## config.mk

```make
export PLATFORM = sky130hd
export DESIGN_NAME = mshr_release_ctrl
export DESIGN_NICKNAME = d
export VERILOG_FILES = /design/src/rtl/mshr_pkg.sv /design/src/rtl/mshr_entry_fifo.sv /design/src/rtl/mshr_release_ctrl.sv
export SDC_FILE = /design/constraint.sdc
export NUM_CORES = 1
export LEC_CHECK = 0
export CAP_MARGIN = 20
export CORE_MARGIN = 2
export CORE_UTILIZATION = 50
export CTS_CLUSTER_SIZE = 20
export DETAILED_ROUTE_END_ITERATION = 10
export DONT_BUFFER_PORTS = 1
export GPL_ROUTABILITY_DRIVEN = 0
export PLACE_DENSITY = 0.76
export SKIP_CTS_REPAIR_TIMING = 1
export SYNTH_ARGS = -nofsm -noshare
export SYNTH_HDL_FRONTEND = slang
export SYNTH_HIERARCHICAL = 1
export SYNTH_SLANG_ARGS = --single-unit
```

## constraint.sdc

```tcl
create_clock -name clk -period 27.1 [get_ports clk]
set_input_delay 5.42 -clock clk [delete_from_list [all_inputs] [get_ports clk]]
set_output_delay 5.42 -clock clk [all_outputs]
set_load 0.05 [all_outputs]
```

## src/rtl/mshr_pkg.sv

```systemverilog
// Shared types and field layout for the miss-status release controller.
package mshr_pkg;

  localparam int MSHR_DEPTH        = 8;
  localparam int MSHR_DATA_WIDTH   = 74;
  localparam int MSHR_STARVE_LIMIT = 4;

  // Entry layout, LSB upward: SB entry, SB release valid, active mask, latency, warp ID, ...
  localparam int MSHR_MASK_LSB = 7;
  localparam int MSHR_MASK_W   = 8;
  localparam int MSHR_LAT_LSB  = 15;
  localparam int MSHR_LAT_W    = 3;
  localparam int MSHR_WARP_LSB = 18;
  localparam int MSHR_WARP_W   = 5;

  typedef enum logic [1:0] {
    ST_IDLE  = 2'd0,
    ST_WAIT  = 2'd1,
    ST_ISSUE = 2'd2
  } mshr_state_e;

endpackage

```

## src/rtl/mshr_entry_fifo.sv

```systemverilog
// Synchronous pointer FIFO holding pending miss entries; pointers carry an extra wrap bit.
module mshr_entry_fifo
  import mshr_pkg::*;
#(
  parameter int DEPTH      = MSHR_DEPTH,
  parameter int DATA_WIDTH = MSHR_DATA_WIDTH
) (
  input  logic                    clk,
  input  logic                    rst,
  input  logic                    push,
  input  logic [DATA_WIDTH-1:0]   push_data,
  input  logic                    pop,
  output logic [DATA_WIDTH-1:0]   head_data,
  output logic                    full,
  output logic                    empty,
  output logic [$clog2(DEPTH):0]  count
);

  localparam int AW = $clog2(DEPTH);

  logic [AW:0]           wptr_q, wptr_d;
  logic [AW:0]           rptr_q, rptr_d;
  logic [DATA_WIDTH-1:0] mem_q [DEPTH];
  logic                  do_push, do_pop;

  assign full      = (wptr_q ^ rptr_q) == {1'b1, {AW{1'b0}}};
  assign empty     = (wptr_q == rptr_q);
  assign count     = wptr_q - rptr_q;
  assign do_push   = push & ~full;
  assign do_pop    = pop & ~empty;
  assign head_data = mem_q[rptr_q[AW-1:0]];

  always_comb begin
    wptr_d = wptr_q;
    rptr_d = rptr_q;
    if (do_push) wptr_d = wptr_q + 1'b1;
    if (do_pop)  rptr_d = rptr_q + 1'b1;
  end

  always_ff @(posedge clk) begin
    if (rst) begin
      wptr_q <= '0;
      rptr_q <= '0;
    end else begin
      wptr_q <= wptr_d;
      rptr_q <= rptr_d;
    end
  end

  // Storage needs no reset: contents are only visible behind a valid pointer.
  always_ff @(posedge clk) begin
    if (do_push) mem_q[wptr_q[AW-1:0]] <= push_data;
  end

endmodule

```

## src/rtl/mshr_release_ctrl.sv

```systemverilog
// Miss-path sequencer: buffers misses, models fill latency, arbitrates the WB port with hits.
// Define MSHR_STARVE_GUARD_EN to force a starved hit through after STARVE_LIMIT cycles.
module mshr_release_ctrl
  import mshr_pkg::*;
#(
  parameter int DEPTH        = MSHR_DEPTH,
  parameter int DATA_WIDTH   = MSHR_DATA_WIDTH,
  parameter int LAT_LSB      = MSHR_LAT_LSB,
  parameter int STARVE_LIMIT = MSHR_STARVE_LIMIT
) (
  input  logic                    clk,
  input  logic                    rst,
  input  logic                    miss_valid,
  output logic                    miss_ready,
  input  logic [DATA_WIDTH-1:0]   miss_data,
  input  logic                    hit_valid,
  output logic                    hit_ready,
  input  logic [DATA_WIDTH-1:0]   hit_data,
  output logic                    wb_valid,
  input  logic                    wb_ready,
  output logic [DATA_WIDTH-1:0]   wb_data,
  output logic                    wb_is_miss,
  output logic                    mshr_empty,
  output logic [$clog2(DEPTH):0]  mshr_count
);

  mshr_state_e           state_q, state_d;
  logic [MSHR_LAT_W-1:0] cnt_q, cnt_d;
  logic [DATA_WIDTH-1:0] hold_q, hold_d;
  logic [DATA_WIDTH-1:0] head_data;
  logic                  fifo_full, fifo_empty;
  logic                  push, pop;
  logic                  in_issue, miss_sel, miss_fire, force_hit;

  // No bypass: a full FIFO refuses even when a pop lands in the same cycle.
  assign miss_ready = ~fifo_full;
  assign push       = miss_valid & ~fifo_full;

  mshr_entry_fifo #(
    .DEPTH      (DEPTH),
    .DATA_WIDTH (DATA_WIDTH)
  ) u_fifo (
    .clk       (clk),
    .rst       (rst),
    .push      (push),
    .push_data (miss_data),
    .pop       (pop),
    .head_data (head_data),
    .full      (fifo_full),
    .empty     (fifo_empty),
    .count     (mshr_count)
  );

`ifdef MSHR_STARVE_GUARD_EN
  localparam int SW = $clog2(STARVE_LIMIT + 1);

  logic [SW-1:0] starve_q, starve_d;

  assign force_hit = hit_valid & (starve_q == SW'(STARVE_LIMIT));

  always_comb begin
    starve_d = starve_q;
    if (hit_ready)
      starve_d = '0;
    else if (hit_valid && (starve_q != SW'(STARVE_LIMIT)))
      starve_d = starve_q + 1'b1;
  end

  always_ff @(posedge clk) begin
    if (rst) starve_q <= '0;
    else     starve_q <= starve_d;
  end
`else
  assign force_hit = 1'b0;
`endif

  assign in_issue   = (state_q == ST_ISSUE);
  assign miss_sel   = in_issue & ~force_hit;
  assign miss_fire  = miss_sel & wb_ready;
  assign wb_valid   = in_issue | hit_valid;
  assign wb_is_miss = miss_sel;
  assign wb_data    = miss_sel ? hold_q : hit_data;
  assign hit_ready  = hit_valid & wb_ready & ~miss_sel;
  assign mshr_empty = fifo_empty & (state_q == ST_IDLE);

  always_comb begin
    state_d = state_q;
    cnt_d   = cnt_q;
    hold_d  = hold_q;
    pop     = 1'b0;
    unique case (state_q)
      ST_IDLE:  pop = ~fifo_empty;
      ST_WAIT: begin
        if (cnt_q != '0) cnt_d   = cnt_q - 1'b1;
        else             state_d = ST_ISSUE;
      end
      ST_ISSUE: begin
        if (miss_fire) begin
          pop     = ~fifo_empty;
          state_d = ST_IDLE;
        end
      end
      default:  state_d = ST_IDLE;
    endcase
    // Any pop (from IDLE or straight out of ISSUE) loads the next entry's countdown.
    if (pop) begin
      hold_d  = head_data;
      cnt_d   = head_data[LAT_LSB +: MSHR_LAT_W];
      state_d = ST_WAIT;
    end
  end

  always_ff @(posedge clk) begin
    if (rst) begin
      state_q <= ST_IDLE;
      cnt_q   <= '0;
      hold_q  <= '0;
    end else begin
      state_q <= state_d;
      cnt_q   <= cnt_d;
      hold_q  <= hold_d;
    end
  end

endmodule

```

==> key figures, run 1 <==
Critical path
  – Crit path kind: in -> out
  – CP peak stage delay: 0.50 ns
  – Critical path buffers and inverters: 0
  – Most frequent CP cell: nand2_1
  – Crit path max fanout: 1
  – CP arrival: 6.03 ns
  – Slowest cell on crit path: nand2_1
  – CP Capture Type: output pin
  – Cell family with most CP delay: simple AND/OR/NAND/NOR gates
  – Crit-path cells: nand2_1 -> nand2_1
  – Crit start category: primary input
  – Req. time, crit path: between 20 and 25 ns

Finish
  – Share of cells above drive strength 1: 23.14%
  – Final Instance Area: 0.02965 sq mm
  – Area Growth Syn to Fin: 10.33%
  – Finished Core Util: 56.08%
  – Final nets: 1697

Synthesis
  – Synth Area in Simple Gates: approximately 5.3%
  – Syn nets: between 1.5k and 2k
  – Mapped Cells: 1542
  – Number of synthesized flops with an enable pin: between 500 and 600
  – Synth Area in Compound Gates: 3.129%
  – Post-synth ARST share: 0%
  – Post-Synth Adder-Cell Area: 0.4005%
  – Synth area leader: edfxtp_1
  – Synth top area share: around 66%
  – Synth Area in XOR/XNOR: 0.3586%
  – Post-Syn Area: 0.02687 sq mm
  – Top FF cell, synth: edfxtp_1
  – Synth area leaders: edfxtp_1 66%, mux4_2 12%, dfxtp_1 6.7%, mux2_2 3.2%, nand2_1 3.1%
  – Synth warnings: 6
  – Main combinational cell family by area after synthesis: multiplexers
  – Post-synthesis register bit count: 682
  – Sequential share of the synthesized area: between 70% and 80%
  – Synth Area per Inst: 17.43 sq um
  – Multiplexer area fraction after synthesis: roughly 16%
  – Synth unique cells: 40

Run
  – Max-Cap Viols: 0

CTS
  – CTS tree: done
  – CTS Root Cell: clkbuf_16
  – H-Tree Depth: 3
  – Clk slew on worst S/H paths: 0.06 ns
  – Worst-Skew Late Latency: 0.60 ns
  – Num CTS Buffers: 68
  – Bufs on Longest Clock Path: 3
  – TritonCTS sink count: 682

Status
  – Outcome: finished clean

Drt
  – Wire length per cell: ~25 um
  – DRT Wirelength: roughly 58000 um
  – DRT iter0 DRCs: between 1k and 1.5k
  – Post-route ant nets: 0
  – Via density: roughly 6.0
  – # DRC: 0
  – Overall via count from detail_route: 13.69k
  – DRT Pass-1 Iters: 5

Power and ir drop
  – Int Power: around 0.002 W
  – Register share of total power: 44.8%
  – Power Density: 95.12 mW/mm^2
  – Worst IR drop on VDD: around 74 uV
  – P_leak: 9.478 nW
  – Switching Fraction: 29.08%
  – Clock share of power: 32.3%
  – Switch Pwr: 0.0008201 W
  – Combinational share of power: 22.9%

Timing
  – Max-slew headroom: 26.47%
  – Setup Skew: about 0.023 ns
  – Final hold violations: 0
  – Final setup fails: 0
  – Setup TNS: 0 ns
  – Final Max Slew Viols: 0
  – Minimum clock period: 11.45 ns
  – F_max: 0.08737 GHz
  – Crit share post-route: 42.23%
  – Hold Slack: 0.4724 ns
  – Actual slew at the worst max-slew pin: 1.103 ns
  – Worst setup margin: 15.65 ns
  – RSZ-0062 raised after global routing: false

Placed design
  – Placed Area: about 0.027 sq mm
  – Post-DP HPWL: 30610 um
  – I/O Buffers: 0
  – Pre-CTS setup slack: approximately 16 ns

Floorplanning
  – IO Pins: 236
  – Die Height: 235.8 um
  – Row count: between 80 and 90
  – Starting Density: 50.83%
  – Die Area: 0.05561 sq mm
  – Core area: 0.05287 sq mm
  – Die X-Extent: 235.8 um

Global routing
  – Initial antenna violation count: 1
  – Gr usage total: between 20% and 30%
  – Global route overflow: 0
  – Vias in the first global route: 14.21k
  – Largest net degree at the start of global routing: 125
  – First-pass GRT wire length: between 80000 and 90000 um

Min path
  – Min-delay worst type: reg -> reg
-- worst paths after layout --
kind | start | endpoint | slack, ns | cells past startpoint
max reg2reg | u_fifo/wptr_q[0]$_SDFFE_PP0P_ | u_fifo/mem_q[7][60]$_DFFE_PP_ | 23.18 | 8
min reg2reg | hold_q[16]$_SDFFE_PP0P_ | hold_q[16]$_SDFFE_PP0P_ | 0.47 | 2
max | hit_data[19] | wb_data[19] | 15.65 | 2
min | hold_q[16]$_SDFFE_PP0P_ | hold_q[16]$_SDFFE_PP0P_ | 0.47 | 2
-- cell type report --
cell class | count | area [sq um]
Multi-Input combinational cell | 745 | 6756
Tap cell | 688 | 860.8
Fill cell | 3942 | 23220
Sequential cell | 682 | 19590
Clock buffer | 89 | 1843
Clock inverter | 35 | 322.8
Antenna cell | 1 | 2.502
Inverter | 13 | 50.05
Timing Repair Buffer | 26 | 220.2
-- synthesized netlist by cell type, drive strengths merged (2+ instances only) --
| master | n |
|---|---|
| nand4 | 2 |
| ha | 7 |
| mux4 | 148 |
| mux2 | 76 |
| nor2 | 18 |
| a21o | 2 |
| clkbuf | 43 |
| o211ai | 3 |
| nand2 | 225 |
| nor4 | 2 |
| nand2b | 3 |
| buf | 59 |
| xnor2 | 8 |
| o22ai | 2 |
| edfxtp | 592 |
| nor3 | 4 |
| nand3 | 75 |
| and3 | 2 |
| o21ai | 76 |
| a21oi | 78 |
| inv | 13 |
| xor2 | 3 |
| dfxtp | 90 |
| nor3b | 2 |
| mux2i | 2 |
-- power groups by stage --
stage	Combinational, W	Sequential [W]	Clock [W]
4_1_cts	0.000655	0.00127	0.000926
3_3_place_gp	0.000639	0.00128	0
5_1_grt	0.000698	0.00127	0.000967
3_5_place_dp	0.000651	0.00129	0
6_report	0.000647	0.00126	0.000910
2_1_floorplan	0.000564	0.00126	0
-- worst min-delay path, cell delays in order, from the launching register on --
cell	delay, ns
dfxtp_1	0.31
o21ai_0	0.07
a21oi_1	0.06
-- sequential cells by signal, summed over array words and instances, names as in the netlist, named ones only --
signal and count:
u_fifo/mem_q 592, hold_q 74, cnt_q 3, u_fifo/rptr_q 4, u_fifo/wptr_q 4, state_q 2
-- logic make-up (layout without fill, tap and decap cells) --
group           count (synthesis)  in the layout
flops                         682            682
simple gates                  337            337
mux                           226            226
compound gates                163            163
buf+inv                       115            163
xor+xnor                       11             11
fa+ha+maj                       8              8
other cells                     0              1
-- routing by layer --
metal	share of wire (%)	vias to the layer above	GRT usage [%]
li1	-	5981	-
met1	40	7080	27.21
met2	50	541	35.20
met3	8.2	83	5.535
met4	1.9	0	5.713
met5	0	-	0
-- placed cells by master, fill, tap and decap left out, types with 4 or more instances in the layout --
master	instances
a21oi_1	77
buf_4	24
bufinv_16	5
clkbuf_1	17
clkbuf_16	70
clkinv_1	9
clkinv_2	14
dfxtp_1	87
edfxtp_1	592
ha_1	7
inv_1	12
inv_6	4
mux2_2	76
mux4_2	148
nand2_1	225
nand3_1	75
nor2_1	15
o21ai_0	75
xnor2_1	8
-- metrics by stage --
step / power (W) / std cells
after floorplan: 0.001825 / 1542
after global placement: 0.001921 / 2153
after detailed placement: 0.001937 / 2154
after CTS: 0.002847 / 2278
after global routing: 0.002937 / 2278
final: 0.002820 / 2279
Note: power is estimated with default switching activity, not from simulation.
==> run 2: changes to the inputs <==
PLACE_DENSITY = 0.79   (was 0.76)
clock period = 10.3 ns   (was 27.1 ns; I/O delays follow)
==> run 2 against run 1 <==
Effect of this change:
- setup slack got worse by 10 ns
- clock skew fell by 0.00092 ns
- sequential power rose to 2.6 times the previous value
- sequential share of layout area barely moved
- total power rose to 2.6 times the previous value
- via count fell by 0.59%
- first-iteration DRC count rose by 13%
- combinational power rose to 2.6 times the previous value
- wire length fell by 1.3%
- count of clock-buffer cells in the layout rose by 7
==> key figures, run 2 (synthesis gave the netlist of run 1 again) <==
CTS
  – H-Tree Depth: 3 (unchanged)
  – Bufs on Longest Clock Path: 3 (unchanged)
  – Clk slew on worst S/H paths: 0.06 ns (about the same)
  – Num CTS Buffers: 70 (+2.9%)
  – Worst-Skew Late Latency: 0.60 ns (about the same)
  – TritonCTS sink count: 682 (unchanged)
  – CTS Root Cell: clkbuf_16
  – CTS tree: done

Critical path
  – CP peak stage delay: 0.92 ns (+0.42 ns)
  – Crit-path cells: inv_1 -> ha_1 -> nand3_1 -> nor2_1 -> nor3b_2
  – CP arrival: 3.07 ns (-2.96 ns)
  – Req. time, crit path: 8.24 ns (-13.44 ns)
  – Crit path max fanout: 7 (+6)
  – Slowest cell on crit path: nor3b_2
  – Crit path kind: reg -> out
  – CP Capture Type: output pin
  – Crit start category: flip-flop

Drt
  – Via density: 5.967 (-0.64%)
  – DRT Wirelength: 56960 um (-1.3%)
  – DRT iter0 DRCs: 1257 (+13%)
  – Post-route ant nets: 0 (unchanged)
  – Overall via count from detail_route: 13.60k (-0.59%)
  – # DRC: 0 (unchanged)
  – Wire length per cell: 24.98 um (-1.3%)
  – DRT Pass-1 Iters: 5 (unchanged)

Placed design
  – Post-DP HPWL: 30430 um (-0.58%)
  – Placed cells: 2153 (-0.046%)
  – Placed Area: 0.02746 sq mm (about the same)
  – I/O Buffers: 0 (unchanged)

Timing
  – Minimum clock period: 5.129 ns
  – Final setup fails: 0 (unchanged)
  – Setup Skew: 0.02200 ns (-0.0009239 ns)
  – RSZ-0062 raised after global routing: false
  – Crit share post-route: between 40% and 50%
  – Final Max Slew Viols: 0 (unchanged)
  – Actual slew at the worst max-slew pin: 1.148 ns (+0.04499 ns)
  – F_max: 0.1950 GHz
  – Max-slew headroom: 23.47% (-3.0 points)
  – Final hold violations: 0 (unchanged)
  – Setup TNS: 0 ns (unchanged)

Global routing
  – Largest net degree at the start of global routing: 99 (-21%)
  – Global route overflow: 0 (unchanged)
  – Gr usage total: 20.74% (-0.22 points)
  – First-pass GRT wire length: 85700 um (-1.2%)
  – Initial antenna violation count: 2 (+1)
  – Vias in the first global route: 14.16k (-0.40%)

Floorplanning
  – Row count: 84 (unchanged)
  – Die X-Extent: 235.8 um (unchanged)
  – Die Area: 0.05561 sq mm (unchanged)
  – IO Pins: 236 (unchanged)
  – Starting Density: 50.83% (unchanged)
  – Core area: 0.05287 sq mm (unchanged)
  – Die Height: 235.8 um (unchanged)

Finish
  – Share of cells above drive strength 1: 23.12% (-0.029 points)
  – Commonest cells after routing, fill and taps aside: 592 x edfxtp_1, 225 x nand2_1, 148 x mux4_2
  – Multi-input logic area: 0.006758 sq mm (about the same)
  – Most common cell after layout, fill and taps aside: edfxtp_1
  – # diodes: 0 (-1)
  – Final Instance Area: 0.02964 sq mm (about the same)
  – Max reg flops: 592 (unchanged)
  – Fill cells: 3952 (+0.25%)
  – Non-Filler Instances: 2280 (+0.044%)
  – Final nets: 1699 (+0.12%)
  – Area Growth Syn to Fin: 10.32% (about the same)
  – FF+latch area: 0.01959 sq mm (unchanged)

Power and ir drop
  – Overall Power: 0.007400 W (+160%)
  – Power Density: 249.7 mW/mm^2 (+160%)
  – P_leak: 9.477 nW (about the same)
  – Worst IR drop on VDD: 180.5 uV (+150%)

Min path
  – Min-delay worst type: reg -> reg

Run
  – Max-Cap Viols: 0 (unchanged)

Status
  – Outcome: finished clean
run 2: changes by cell type in the layout (fill, tap and decap cells not counted), sizes merged:
| cell | before | now |
|---|---|---|
| bufinv | 5 | 2 |
| clkbuf | 89 | 96 |
| clkinv | 24 | 25 |
| diode | 1 | 0 |
| inv | 16 | 13 |
run 2: area by class of cell:
type	instances	area share [%]
clock buffer	96	6.623
tap	688	2.904
timing repair buffer	26	0.7429
clock inverter	30	0.6711
multi-input combinational	745	22.80
sequential	682	66.09
inverter	13	0.1731
run 2: layer usage:
metal  vias to the layer above  share of wire (%)  global-route usage, %
li1                       5987                  -                      -
met1                      6997                 40                  26.54
met2                       534                 50                  34.51
met3                        84                8.5                  5.711
met4                         2                2.1                  6.871
met5                         -              0.014                      0
run 2: final timing paths:
check | from | endpoint | slack, ns | depth (start not counted)
setup reg to reg | u_fifo/wptr_q[0]$_SDFFE_PP0P_ | u_fifo/mem_q[2][6]$_DFFE_PP_ | 6.45 | 9
setup / recovery | u_fifo/wptr_q[0]$_SDFFE_PP0P_ | mshr_empty | 5.17 | 5
hold / removal | hold_q[26]$_SDFFE_PP0P_ | hold_q[26]$_SDFFE_PP0P_ | 0.48 | 2
hold reg to reg | hold_q[26]$_SDFFE_PP0P_ | hold_q[26]$_SDFFE_PP0P_ | 0.48 | 2
run 2: through the flow:
step                      setup slack, ns  util [%]  hold WS [ns]
after floorplan                   0.09745         -        0.4541
after global placement              5.579     51.94        0.4599
after detailed placement            5.582     51.94        0.4614
after CTS                           5.142     56.03        0.4731
after global routing                5.017     56.07        0.4904
final                               5.171     56.07        0.4755
run 2: where the power goes:
group,switching [W],leakage (nW),internal [W]
sequential,0.000127,6.12,0.00320
combinational,0.00104,2.30,0.000665
clock,0.000988,1.06,0.00138
run 2: worst max-delay path: cells and delay by family (launching register included):
| family | cells | cell delay, ns |
|---|---|---|
| flip-flops | 1 | 0.45 |
| AND/OR/NAND/NOR | 3 | 1.50 |
| buffers and inverters | 1 | 0.15 |
| adder cells (fa/ha/maj) | 1 | 0.36 |
